## src/rtl/sixbit_result_bcd.sv

```systemverilog
// Sequential signed-binary to two-digit BCD converter for the divider result.
// Magnitude is converted by shift-add-3, one bit per clock; sign and error flag travel alongside.
module sixbit_result_bcd #(
   parameter int WIDTH = 6
) (
   input  logic             clk,
   input  logic             rst,
   input  logic             start,
   input  logic [WIDTH-1:0] value,
   input  logic             err_in,
   output logic             busy,
   output logic             done,
   output logic             neg,
   output logic [3:0]       tens,
   output logic [3:0]       ones,
   output logic             err_out
);

   // Two BCD digits only cover magnitudes up to 99, so WIDTH must stay within 2..7.
   generate
      if (WIDTH < 2 || WIDTH > 7) begin : g_bad_width
         $error("sixbit_result_bcd: WIDTH must be in 2..7");
      end
   endgenerate

   localparam int CNT_W = $clog2(WIDTH);

   typedef enum logic [1:0] {IDLE, SHIFT, DONE} state_t;

   state_t                  state;
   logic        [WIDTH-1:0] mag;
   logic        [7:0]       bcd;
   logic                    sign;
   logic        [CNT_W-1:0] count;

   logic signed [WIDTH-1:0] sval;
   logic        [WIDTH-1:0] abs_val;
   logic        [7:0]       bcd_adj;
   logic        [7:0]       bcd_nxt;
   logic        [WIDTH-1:0] mag_nxt;

   function automatic logic [3:0] add3(input logic [3:0] d);
      return (d >= 4'd5) ? d + 4'd3 : d;
   endfunction

   // The most negative input wraps to 2^(WIDTH-1), which is exactly its unsigned magnitude.
   always_comb begin
      sval    = value;
      abs_val = sval[WIDTH-1] ? -sval : sval;
      bcd_adj = {add3(bcd[7:4]), add3(bcd[3:0])};
      bcd_nxt = {bcd_adj[6:0], mag[WIDTH-1]};
      mag_nxt = {mag[WIDTH-2:0], 1'b0};
   end

   always_ff @(posedge clk or posedge rst) begin
      if (rst) begin
         state   <= IDLE;
         busy    <= 1'b0;
         done    <= 1'b0;
         neg     <= 1'b0;
         tens    <= 4'd0;
         ones    <= 4'd0;
         err_out <= 1'b0;
         mag     <= '0;
         bcd     <= '0;
         sign    <= 1'b0;
         count   <= '0;
      end else begin
         case (state)
            IDLE: begin
               done <= 1'b0;
               if (start) begin
                  busy <= 1'b1;
                  if (err_in) begin
                     state   <= DONE;
                     done    <= 1'b1;
                     neg     <= 1'b0;
                     tens    <= 4'd0;
                     ones    <= 4'd0;
                     err_out <= 1'b1;
                  end else begin
                     state <= SHIFT;
                     mag   <= abs_val;
                     sign  <= value[WIDTH-1];
                     bcd   <= '0;
                     count <= CNT_W'(WIDTH - 1);
                  end
               end
            end
            SHIFT: begin
               bcd   <= bcd_nxt;
               mag   <= mag_nxt;
               count <= count - 1'b1;
               // Final shift: publish the fully shifted digits so they appear in the done cycle.
               if (count == '0) begin
                  state   <= DONE;
                  done    <= 1'b1;
                  neg     <= sign;
                  tens    <= bcd_nxt[7:4];
                  ones    <= bcd_nxt[3:0];
                  err_out <= 1'b0;
               end
            end
            DONE: begin
               done  <= 1'b0;
               busy  <= 1'b0;
               state <= IDLE;
            end
            default: state <= IDLE;
         endcase
      end
   end

endmodule
```

## config.mk

```make
export PLATFORM = sky130hd
export DESIGN_NAME = sixbit_result_bcd
export DESIGN_NICKNAME = d
export VERILOG_FILES = /design/src/rtl/sixbit_result_bcd.sv
export SDC_FILE = /design/constraint.sdc
export NUM_CORES = 1
export LEC_CHECK = 0
export ABC_AREA = 1
export CAP_MARGIN = 40
export CORE_MARGIN = 2
export CORE_UTILIZATION = 32
export DETAILED_ROUTE_END_ITERATION = 8
export SETUP_SLACK_MARGIN = 0.4
export SYNTH_ARGS = -nofsm -noshare
export SYNTH_HDL_FRONTEND = slang
export SYNTH_SLANG_ARGS = --single-unit
```

## constraint.sdc

```tcl
create_clock -name clk -period 3.3 [get_ports clk]
set_input_delay 0.825 -clock clk [delete_from_list [all_inputs] [get_ports clk]]
set_output_delay 0.825 -clock clk [all_outputs]
set_load 0.01 [all_outputs]
```

* Word level (Yosys, flattened, before mapping)
Index checks and enable logic that the tools add are counted.
** Word-level totals
- Input bits :: 10
- Flip-flop bits (word level) :: 32
- Output and inout bits :: 12
** Cells by class
- Eq/ne operators :: 6
- $lt $le $gt $ge :: 2
- Add/sub/neg operators :: 4
- Multiplexer cells :: 36
- Reductions and logical operators :: 11
- Bitwise logic cells :: 1
** Operators by type and width (count)
- $mux 4 :: 5
- $mux 6 :: 3
- $mux 8 :: 2
- $pmux 4 s2 :: 2
- $pmux 8 s2 :: 1
- $pmux 6 s2 :: 1
- $mux 1 :: 10
- $mux 3 :: 3
- $ge 4x3->1 const B :: 2
- $ne 2x2->1 const B :: 4
- $mux 2 :: 3
- $neg 6->6 :: 1
- $pmux 1 s2 :: 3
- $pmux 3 s2 :: 1
- $reduce_and 2->1 :: 3
- $reduce_and 3->1 :: 2
- $add 4x2->4 const B :: 1
- $pmux 2 s2 :: 1
- $reduce_and 4->1 :: 1
- $reduce_bool 2->1 :: 2
- $add 3x2->3 const B :: 1
- $logic_not 3->1 :: 1
- $pmux 1 s3 :: 1
- $reduce_bool 3->1 :: 1
- 5 further kinds :: 5

* Longest topological paths before layout
Gate-level depths: netlist of the first run.
- Depth after elaboration :: 5
- Mapped depth :: 10

* Worst setup path after synthesis of the first run
No wires, ideal clock.
- Path kind :: input to register
- Start :: in value[0]
- End :: reg mag[1]
- Stages on the path :: 8
- Data arrival time :: 1.432 ns
- Setup slack :: 1.743 ns
- Cells stage by stage :: inv_1 > ha_1 > inv_1 > nand2_1 > o21ai_0 > nand2_1 > nand2_1 > o22ai_1
** Between the ends
- Cells in the longest elaborated chain, start to end :: 5
** Ends and longest elaborated chain
- start: declaration :: RTL line 9 : input logic [WIDTH-1:0] value,
- $neg 6->6 :: RTL line 49 : abs_val = sval[WIDTH-1] ? -sval : sval;
- $mux 6 :: RTL line 49
- $mux 6 :: RTL line 74 : if (err_in) begin
- $mux 6 :: RTL line 72 : if (start) begin
- $pmux 6 s2 :: RTL line 69 : case (state)
- end signal: assignment :: RTL line 83 : mag <= abs_val;
- end signal: assignment :: RTL line 92 : mag <= mag_nxt;
- end: declaration :: RTL line 31 : logic [WIDTH-1:0] mag;
Every way passes these cells. The select of a mux whose other input is x is not followed.
A chain may end at the register's enable or synchronous reset.

* Worst setup path in the final report of the first run
- Start :: in start
- End :: reg mag[1]
** Between the ends
- Cells in the longest elaborated chain, start to end :: 2
** Ends and longest elaborated chain
- start: declaration :: RTL line 8 : input logic start,
- $ne 2x2->1 (no source line)
- $reduce_and 3->1 (no source line)
Every way passes these cells.

==> results of run 1 <==
## layer usage
metal,share of wire [%],wire (um),global-route usage [%],vias to the layer above
met5,0,0,0,-
li1,-,-,-,784
met4,1.1,38,3.68,0
met1,45,1550,15.3,670
met3,5.2,179,3.10,7
met2,49,1700,22.5,38
## registers in the layout, indices dropped and copies added, names as in the netlist
name / count
ones: 4
neg: 1
count: 3
done: 1
tens: 4
mag: 6
bcd: 8
sign: 1
err_out: 1
state: 2
busy: 1
## cell usage after synthesis
cell type	count	area (sq um)
nand3_1	12	60.1
buf_2	3	15.0
inv_2	6	22.5
nand2_1	86	323
clkbuf_1	1	3.75
o21a_1	1	7.51
nand3b_1	1	7.51
o21ai_1	9	45.0
ha_1	11	138
o21ai_0	4	20.0
buf_4	2	15.0
a22oi_1	2	15.0
inv_1	27	101
dfrtp_1	32	801
nand4_1	7	43.8
a21oi_1	7	35.0
nor2_4	1	11.3
nor2_2	1	6.26
o22ai_1	2	12.5
nand2_2	4	25.0
nor2_1	14	52.6
clkinv_1	1	3.75
a31oi_1	1	6.26
## critical path: cells and delay by family
kind	cells	cell delay, ns
simple gates	4	0.74
compound gates	1	0.12
buf+inv	2	0.56
## metrics by stage
step | total power [mW] | worst slack [ns] | instance area, sq um | hold slack (ns)
after floorplan | 0.964 | 1.74 | 1770 | 0.449
after detailed placement | 1.11 | 0.936 | 2050 | 0.468
after CTS | 1.44 | 1.24 | 2150 | 0.484
final | 1.42 | 1.25 | 2150 | 0.480
after global routing | 1.55 | 1.10 | 2150 | 0.506
after global placement | 1.10 | 0.949 | 2050 | 0.466
## worst paths after layout
check                           endpoint  slack (ns)  startpoint
worst min register to register   tens[3]        0.48     tens[3]
worst max-delay path              mag[1]        1.25       start
min in group asynchronous        tens[1]        0.94         rst
worst max register to register    mag[1]        1.56    state[0]
max in group asynchronous           done        2.07         rst
worst min-delay path             tens[3]        0.48     tens[3]
## logic make-up (layout without fill, tap and decap cells)
| kind of cell | count (synthesis) | in the layout | synth area share, % |
|---|---|---|---|
| flip-flops | 32 | 32 | 45.2 |
| adder cells (fa/ha/maj) | 11 | 11 | 7.77 |
| AND/OR/NAND/NOR | 126 | 126 | 29.9 |
| buffers and inverters | 40 | 64 | 9.12 |
| AO/OA/AOI/OAI | 26 | 26 | 7.99 |
## layout make-up
type | instances | area (sq um)
inverter | 34 | 128
clock buffer | 7 | 96.3
timing repair buffer | 23 | 225
multi-input combinational | 163 | 808
tap | 72 | 90.1
sequential | 32 | 801
fill | 565 | 3290
## report_power, final
part	leakage, nW	switching, mW	total (mW)	internal (mW)
registers	0.415	0.0419	0.523	0.481
logic	0.633	0.379	0.573	0.195
clock network	0.0503	0.133	0.319	0.185
total	1.10	0.554	1.42	0.861
==> flow_summary.json, run 1 <==
{
  "status": "finished, final reports clean",
  "finalCritPeriodShare_pct": 62.3,
  "clk_pin_slew_worst_paths_ns": 0.06,
  "clock-sinks": 32,
  "rr_worst_depth": 7,
  "rsz0062_at_grt": "false",
  "io_pins": 22,
  "cp-start-kind": "input port",
  "cts_buffers": 5,
  "finalNetCount": 280,
  "peakVddDrop_uv": 304,
  "wl_per_cell_um": 10.5,
  "grt_max_degree": 33,
  "endpoint_kind": "register",
  "dp_hpwl_um": 2540,
  "antenna_left": 0,
  "via_count": 1499,
  "crit_top_cell": "nand2_1",
  "worstPathMaxFanout": 13,
  "grt_use_total_pct": 12.7,
  "finalSetupViolCount": 0,
  "area.growth.synth_to_final_pct": 21.3,
  "skew_ns": 0.00292,
  "syn_nets": 256,
  "setup_tns_ns": 0,
  "cts_max_level": 2,
  "cts_tree": "yes",
  "final_max_slew_viol_count": 0,
  "avgSynthCellArea_sq_um": 7.53,
  "min_path_cells": 2,
  "antenna_cells": 0,
  "clk_latency_ns": 0.27,
  "stdcell_count": 331,
  "gp_congestion": 0.750,
  "drt_iter0_drc": 74,
  "power_leakage_nw": 1.10,
  "drtPass1Iterations": 4,
  "syn_inst": 235,
  "dp_cells": 324,
  "ys_ff_latch": 32,
  "portBuffers": 21,
  "die_h_um": 78.4,
  "gr-total-overflow": 0,
  "layout_commonest_cell": "nand2_1",
  "hold_buffers": 0,
  "fin_crit_ns": 2.05,
  "synth_cell_types": 23,
  "drive_above_1_share_pct": 8.11,
  "ys_warn_count": 0,
  "cts_buffer_depth": 2,
  "worst_pin_slew_ns": 0.558,
  "worstPathArrival_ns": 2.25,
  "vias_per_cell": 4.53,
  "slowest_delay_ns": 0.51,
  "post_cts_resized": 0,
  "fin_util_pct": 39.5,
  "totalWireLength_um": 3460,
  "power_density_mw_per_mm2": 659,
  "crit_type": "input port to register",
  "slew_headroom_pct": 62.7,
  "crit_required_ns": 3.50,
  "drc": 0,
  "yosysSeqAreaShare_pct": 45.2,
  "antenna_found_initial": 0,
  "drv_cap": 0,
  "die_width_um": 78.4,
  "synth_area_sq_mm": 0.00177,
  "grt_pass1_vias": 1460,
  "post_cts_buffers": 0,
  "final_cell_mix": "nand2_1, dfrtp_1, inv_1, clkdlybuf4s50_1, nor2_1",
  "rows": 27,
  "final-hold-violation-count": 0,
  "root_buffer": "clkbuf_8",
  "core_area_sq_mm": 0.00544,
  "start_util_pct": 32.6,
  "grt_pass1_wl_um": 6230,
  "dieArea_sq_mm": 0.00614,
  "crit_path_top_delay_cell": "clkdlybuf4s50_1",
  "hold_path.class": "register to register",
  "fmax_mhz": 487,
  "crit_chain": "clkdlybuf4s50_1 > inv_2 > nand2_1 > nand2_1 > nor2_2 > nand2_1 > o22ai_1"
}
(Power assumes the default switching activity.)
==> run 2: changes to the inputs <==
clock period = 2 ns   (was 3.3 ns; I/O delays follow)
==> flow_summary.json, run 2 (same netlist as run 1, synthesis figures left out) <==
{
  "dieArea_sq_mm": 0.00614,
  "worstPathMaxFanout": 5,
  "cts_buffers": 5,
  "peakVddDrop_uv": 435,
  "worstPathArrival_ns": 1.74,
  "drc": 0,
  "antenna_left": 0,
  "finalCritPeriodShare_pct": 78.0,
  "hold_buffers": 0,
  "clk_latency_ns": 0.29,
  "cp-start-kind": "register",
  "rows": 27,
  "final_cell_mix": "nand2_1, dfrtp_1, inv_1, buf_4, nor2_1",
  "crit_top_cell": "nand2_1",
  "antenna_found_initial": 0,
  "gr-total-overflow": 0,
  "drv_cap": 0,
  "status": "finished, final reports clean",
  "power_leakage_nw": 1.29,
  "place_ws_ns": 0.0806,
  "totalWireLength_um": 3940,
  "grt_pass1_wl_um": 6600,
  "gp_congestion": 0.805,
  "area.growth.synth_to_final_pct": 35.9,
  "worst_slack_ns": 0.441,
  "core_area_sq_mm": 0.00544,
  "portBuffers": 21,
  "antenna_cells": 0,
  "finalNetCount": 300,
  "wl_per_cell_um": 11.2,
  "grt_use_total_pct": 13.7,
  "largestRegisters": "bcd x8, mag x6",
  "slew_headroom_pct": 72.9,
  "root_buffer": "clkbuf_8",
  "crit_chain": "inv_2 > ha_4 > inv_8 > nand2_4 > nand2_2 > nor2_4 > clkinvlp_4 > nand2_1 > nand2_1",
  "hold_path.class": "register to register",
  "cts_max_level": 2,
  "slowest_delay_ns": 0.41,
  "crit_required_ns": 2.18,
  "vias_per_cell": 4.54,
  "power_density_mw_per_mm2": 1230,
  "whs_ns": 0.465,
  "regMostFlops": "bcd",
  "fin_crit_ns": 1.56,
  "drtPass1Iterations": 4,
  "crit_path_top_delay_cell": "dfrtp_1",
  "finalSetupViolCount": 0,
  "clk_pin_slew_worst_paths_ns": 0.06,
  "io_pins": 22,
  "timing.rr.start": "state[1]",
  "endpoint_kind": "register",
  "grt_max_degree": 33,
  "final-hold-violation-count": 0,
  "via_count": 1598,
  "cts_tree": "yes",
  "layout_commonest_cell": "nand2_1",
  "rsz0062_at_grt": "false",
  "grt_pass1_vias": 1506,
  "skew_ns": 0.00683,
  "drt_iter0_drc": 103,
  "critPathBufInv": 3,
  "crit_type": "register to register",
  "largest_reg_flops": 8,
  "die_h_um": 78.4,
  "cp-startpoint": "state[1]",
  "setup_tns_ns": 0,
  "worst_pin_slew_ns": 0.406,
  "die_width_um": 78.4,
  "path_delay_family": "simple AND/OR/NAND/NOR gates",
  "hold_start": "ones[3]",
  "cts_buffer_depth": 2,
  "drive_above_1_share_pct": 20.0,
  "final_max_slew_viol_count": 0,
  "dp_hpwl_um": 2660,
  "start_util_pct": 32.6,
  "fmax_mhz": 641,
  "clock-sinks": 32,
  "num-fill-cells": 551
}
[run 2: worst paths after layout]
| path | end | slack [ns] | depth (start not counted) |
|---|---|---|---|
| setup / recovery | ones[3] | 0.44 | 9 |
| hold / removal | ones[3] | 0.46 | 2 |
| setup reg to reg | ones[3] | 0.44 | 9 |
| hold reg to reg | ones[3] | 0.46 | 2 |
| max in group asynchronous | state[0] | 1.09 | 3 |
| min in group asynchronous | count[1] | 0.59 | 3 |
[run 2: worst reg2reg max path, delay by kind of cell, from the launching register on]
family | cells | cell delay (ns)
adders and majority gates | 1 | 0.21
buffers and inverters | 3 | 0.36
DFF | 1 | 0.41
and+or+nand+nor | 5 | 0.47
[run 2: final cells by class]
cell class	count	area (sq um)	share of cell area [%]
clock buffers	6	72.6	3.02
inverters	34	138	5.72
well taps	72	90.1	3.74
multi-input cells	163	883	36.7
repair buffers	42	378	15.7
repair inverters	1	7.51	0.312
clock inverters	2	35.0	1.46
flip-flops and latches	32	802	33.3
[run 2: routing by layer]
layer	up-vias	share of wire (%)	GRT usage, %
li1	828	-	-
met1	734	46	16.2
met2	30	49	23.8
met3	6	3.5	3.79
met4	0	1.7	4.74
met5	-	0	0
[run 2: where the power goes]
part | total, mW | internal (mW) | switching (mW)
logic | 1.47 | 0.657 | 0.816
clock network | 0.623 | 0.370 | 0.253
registers | 0.875 | 0.794 | 0.0802
total | 2.97 | 1.82 | 1.15
[run 2: what timing repair did]
item / 4_1_cts / 5_1_grt
pin swaps: 1 / 8
setup buffers: 2 / 12
resized for setup: 17 / 30
endpoints found under the setup margin: 31 / 25
gates cloned: 0 / 1
[run 2: stage by stage]
stage,utilization (%),instance area [sq um],power (mW),std cells
2_1_floorplan,-,1770,1.59,235
3_3_place_gp,38.4,2090,1.91,329
3_5_place_dp,38.4,2090,1.93,329
4_1_cts,40.7,2220,2.61,339
5_1_grt,44.2,2410,3.21,352
6_report,44.2,2410,2.97,352
==> variant: new RTL, settings of run 1 <==
Encoding of `state_t`: now one-hot (3 bits for 3 states).
--- a/src/rtl/sixbit_result_bcd.sv
+++ b/src/rtl/sixbit_result_bcd.sv
@@ -25,7 +25,7 @@
 
    localparam int CNT_W = $clog2(WIDTH);
 
-   typedef enum logic [1:0] {IDLE, SHIFT, DONE} state_t;
+   typedef enum logic [2:0] {IDLE = 3'b001, SHIFT = 3'b010, DONE = 3'b100} state_t;
 
    state_t                  state;
    logic        [WIDTH-1:0] mag;
Formal check against the unedited RTL: same outputs for any inputs over 10 cycles, from zero or initial values and one cycle with rst high; not proved beyond that.
==> variant against run 1 <==
Core utilization is 0.89 points higher; synthesized area is 3.1% lower; maximum frequency is 0.31% higher; sequential cell count is 1 higher; via count is 5.3% lower; clock power is 5% lower; wire length is 4.9% lower; setup slack better by 6.3 ps; power is 1.8% higher; register-to-register slack better by 20 ps; cell area is 3.4% lower.
==> variant: results (changes against run 1) <==
[status]
run_status = finished clean

[pwr]
internal_power_w = 0.0009021  ; +4.7%
pwr.group.clock_w = 0.000304  ; -5%
net_switching_fraction_of_the_power = 0.3739  ; -0.01750
seq_power_share = 0.422  ; +0.053
power.static_leakage_nw = 1.069  ; -2.7%
vdd_drop_max_mv = 0.2173  ; -28%

[critical_path]
worst_r2r_path_depth = 8  ; +1
setup.worst_path.end = mag[4]$_DFFE_PP0P_
cpPeakStageDelay_ps = 480  ; -30 ps
worst-r2r-setup-slack_ps = 1580  ; +20 ps
crit_path_max_fanout = 14  ; +1
endpoint_of_the_worst_slack_reg_to_reg_timing_path = ones[3]$_DFFE_PP0P_
timing.rr.start = count[0]$_DFFE_PP0P_

[global_route]
number_of_global_route_vias_before_repair = 1340  ; -8.2%
grt_first_pass_wirelength_um = 6016  ; -3.4%
grt_max_degree = 34  ; +3.0%

[logic_synthesis]
yosysSeqAreaShare = 0.4821  ; +0.02983
synthesis.nets = 233  ; -9.0%
synth_compound_gate_area_share = 0.1036  ; +0.02372
synth_area_in_adders = 0.05106  ; -0.02668
avgSynthCellArea_um2 = 7.942  ; +5.4%
list_of_most_frequent_post_synthesis_cells = sky130_fd_sc_hd__nand2_1 (65), sky130_fd_sc_hd__dfrtp_1 (32), sky130_fd_sc_hd__inv_1 (28)
synth_top_cells_by_area = sky130_fd_sc_hd__dfrtp_1 (47%), sky130_fd_sc_hd__nand2_1 (14%), sky130_fd_sc_hd__inv_1 (6.1%)

[timing]
setup_slack_ps = 1252  ; +6.300 ps
headroom_to_the_max_slew_limit = 0.7080  ; +0.08058
worst_clock_skew_ps = 5.461  ; +2.544 ps
hold_slack_ps = 474.7  ; -5.772 ps

[final_layout]
post_route_cells_drive_above_1_share = 0.08299  ; +0.001906
filler_cell_count = 556  ; -1.6%
finish.net_count = 257  ; -8.2%

[place]
cell_total_after_placement = 303  ; -6.5%
detailedPlacementHpwl_um = 2345  ; -7.8%
post-place-ws_ps = 951.8  ; +16.15 ps
gp_routability_congestion = 0.8317  ; +11%
placedInstanceArea_um2 = 1986  ; -3.2%

[detailed_routing]
routed_wl_per_cell_um = 10.59  ; +1.2%
detail_route.iter0.violations = 115  ; +55%
drt-pass1-iter-count = 4  ; unchanged
post_drt_via_cell_ratio = 4.563  ; +0.75%

[worst_hold_path]
hold_path_startpoint = done$_DFFE_PP0P_
worstHoldPathCells = 2  ; unchanged
hold_end = done$_DFFE_PP0P_

-- variant: cell count changes in the layout (fill, tap and decap cells not counted), moves of 4 or more --
cell                      change
sky130_fd_sc_hd__nand2_1     -21
sky130_fd_sc_hd__ha_1         -4
sky130_fd_sc_hd__o21ai_2      +5
sky130_fd_sc_hd__nand3_1      +8
sky130_fd_sc_hd__a21oi_1      -6
-- variant: cell type report --
cell class / count / area share
timing repair buffer: 22 / 0.1049
clock buffer: 8 / 0.04340
sequential: 33 / 0.3984
multi-input combinational: 147 / 0.3550
tap: 70 / 0.04219
inverter: 31 / 0.05606
-- variant: kinds of logic (layout without fill, tap and decap cells) --
group / count (synthesis) / count (layout)
buffers and inverters: 36 / 61
and+or+nand+nor: 111 / 111
AOI/OAI and AO/OA: 29 / 29
adders and majority gates: 7 / 7
DFF: 33 / 33
-- variant: metal layers --
metal  GRT usage  part of all wire  up-vias
met4     0.04821             0.015        0
li1            -                 -      741
met2      0.1957              0.47       18
met3     0.02824             0.026        7
met5           0                 0        -
met1      0.1660              0.49      653
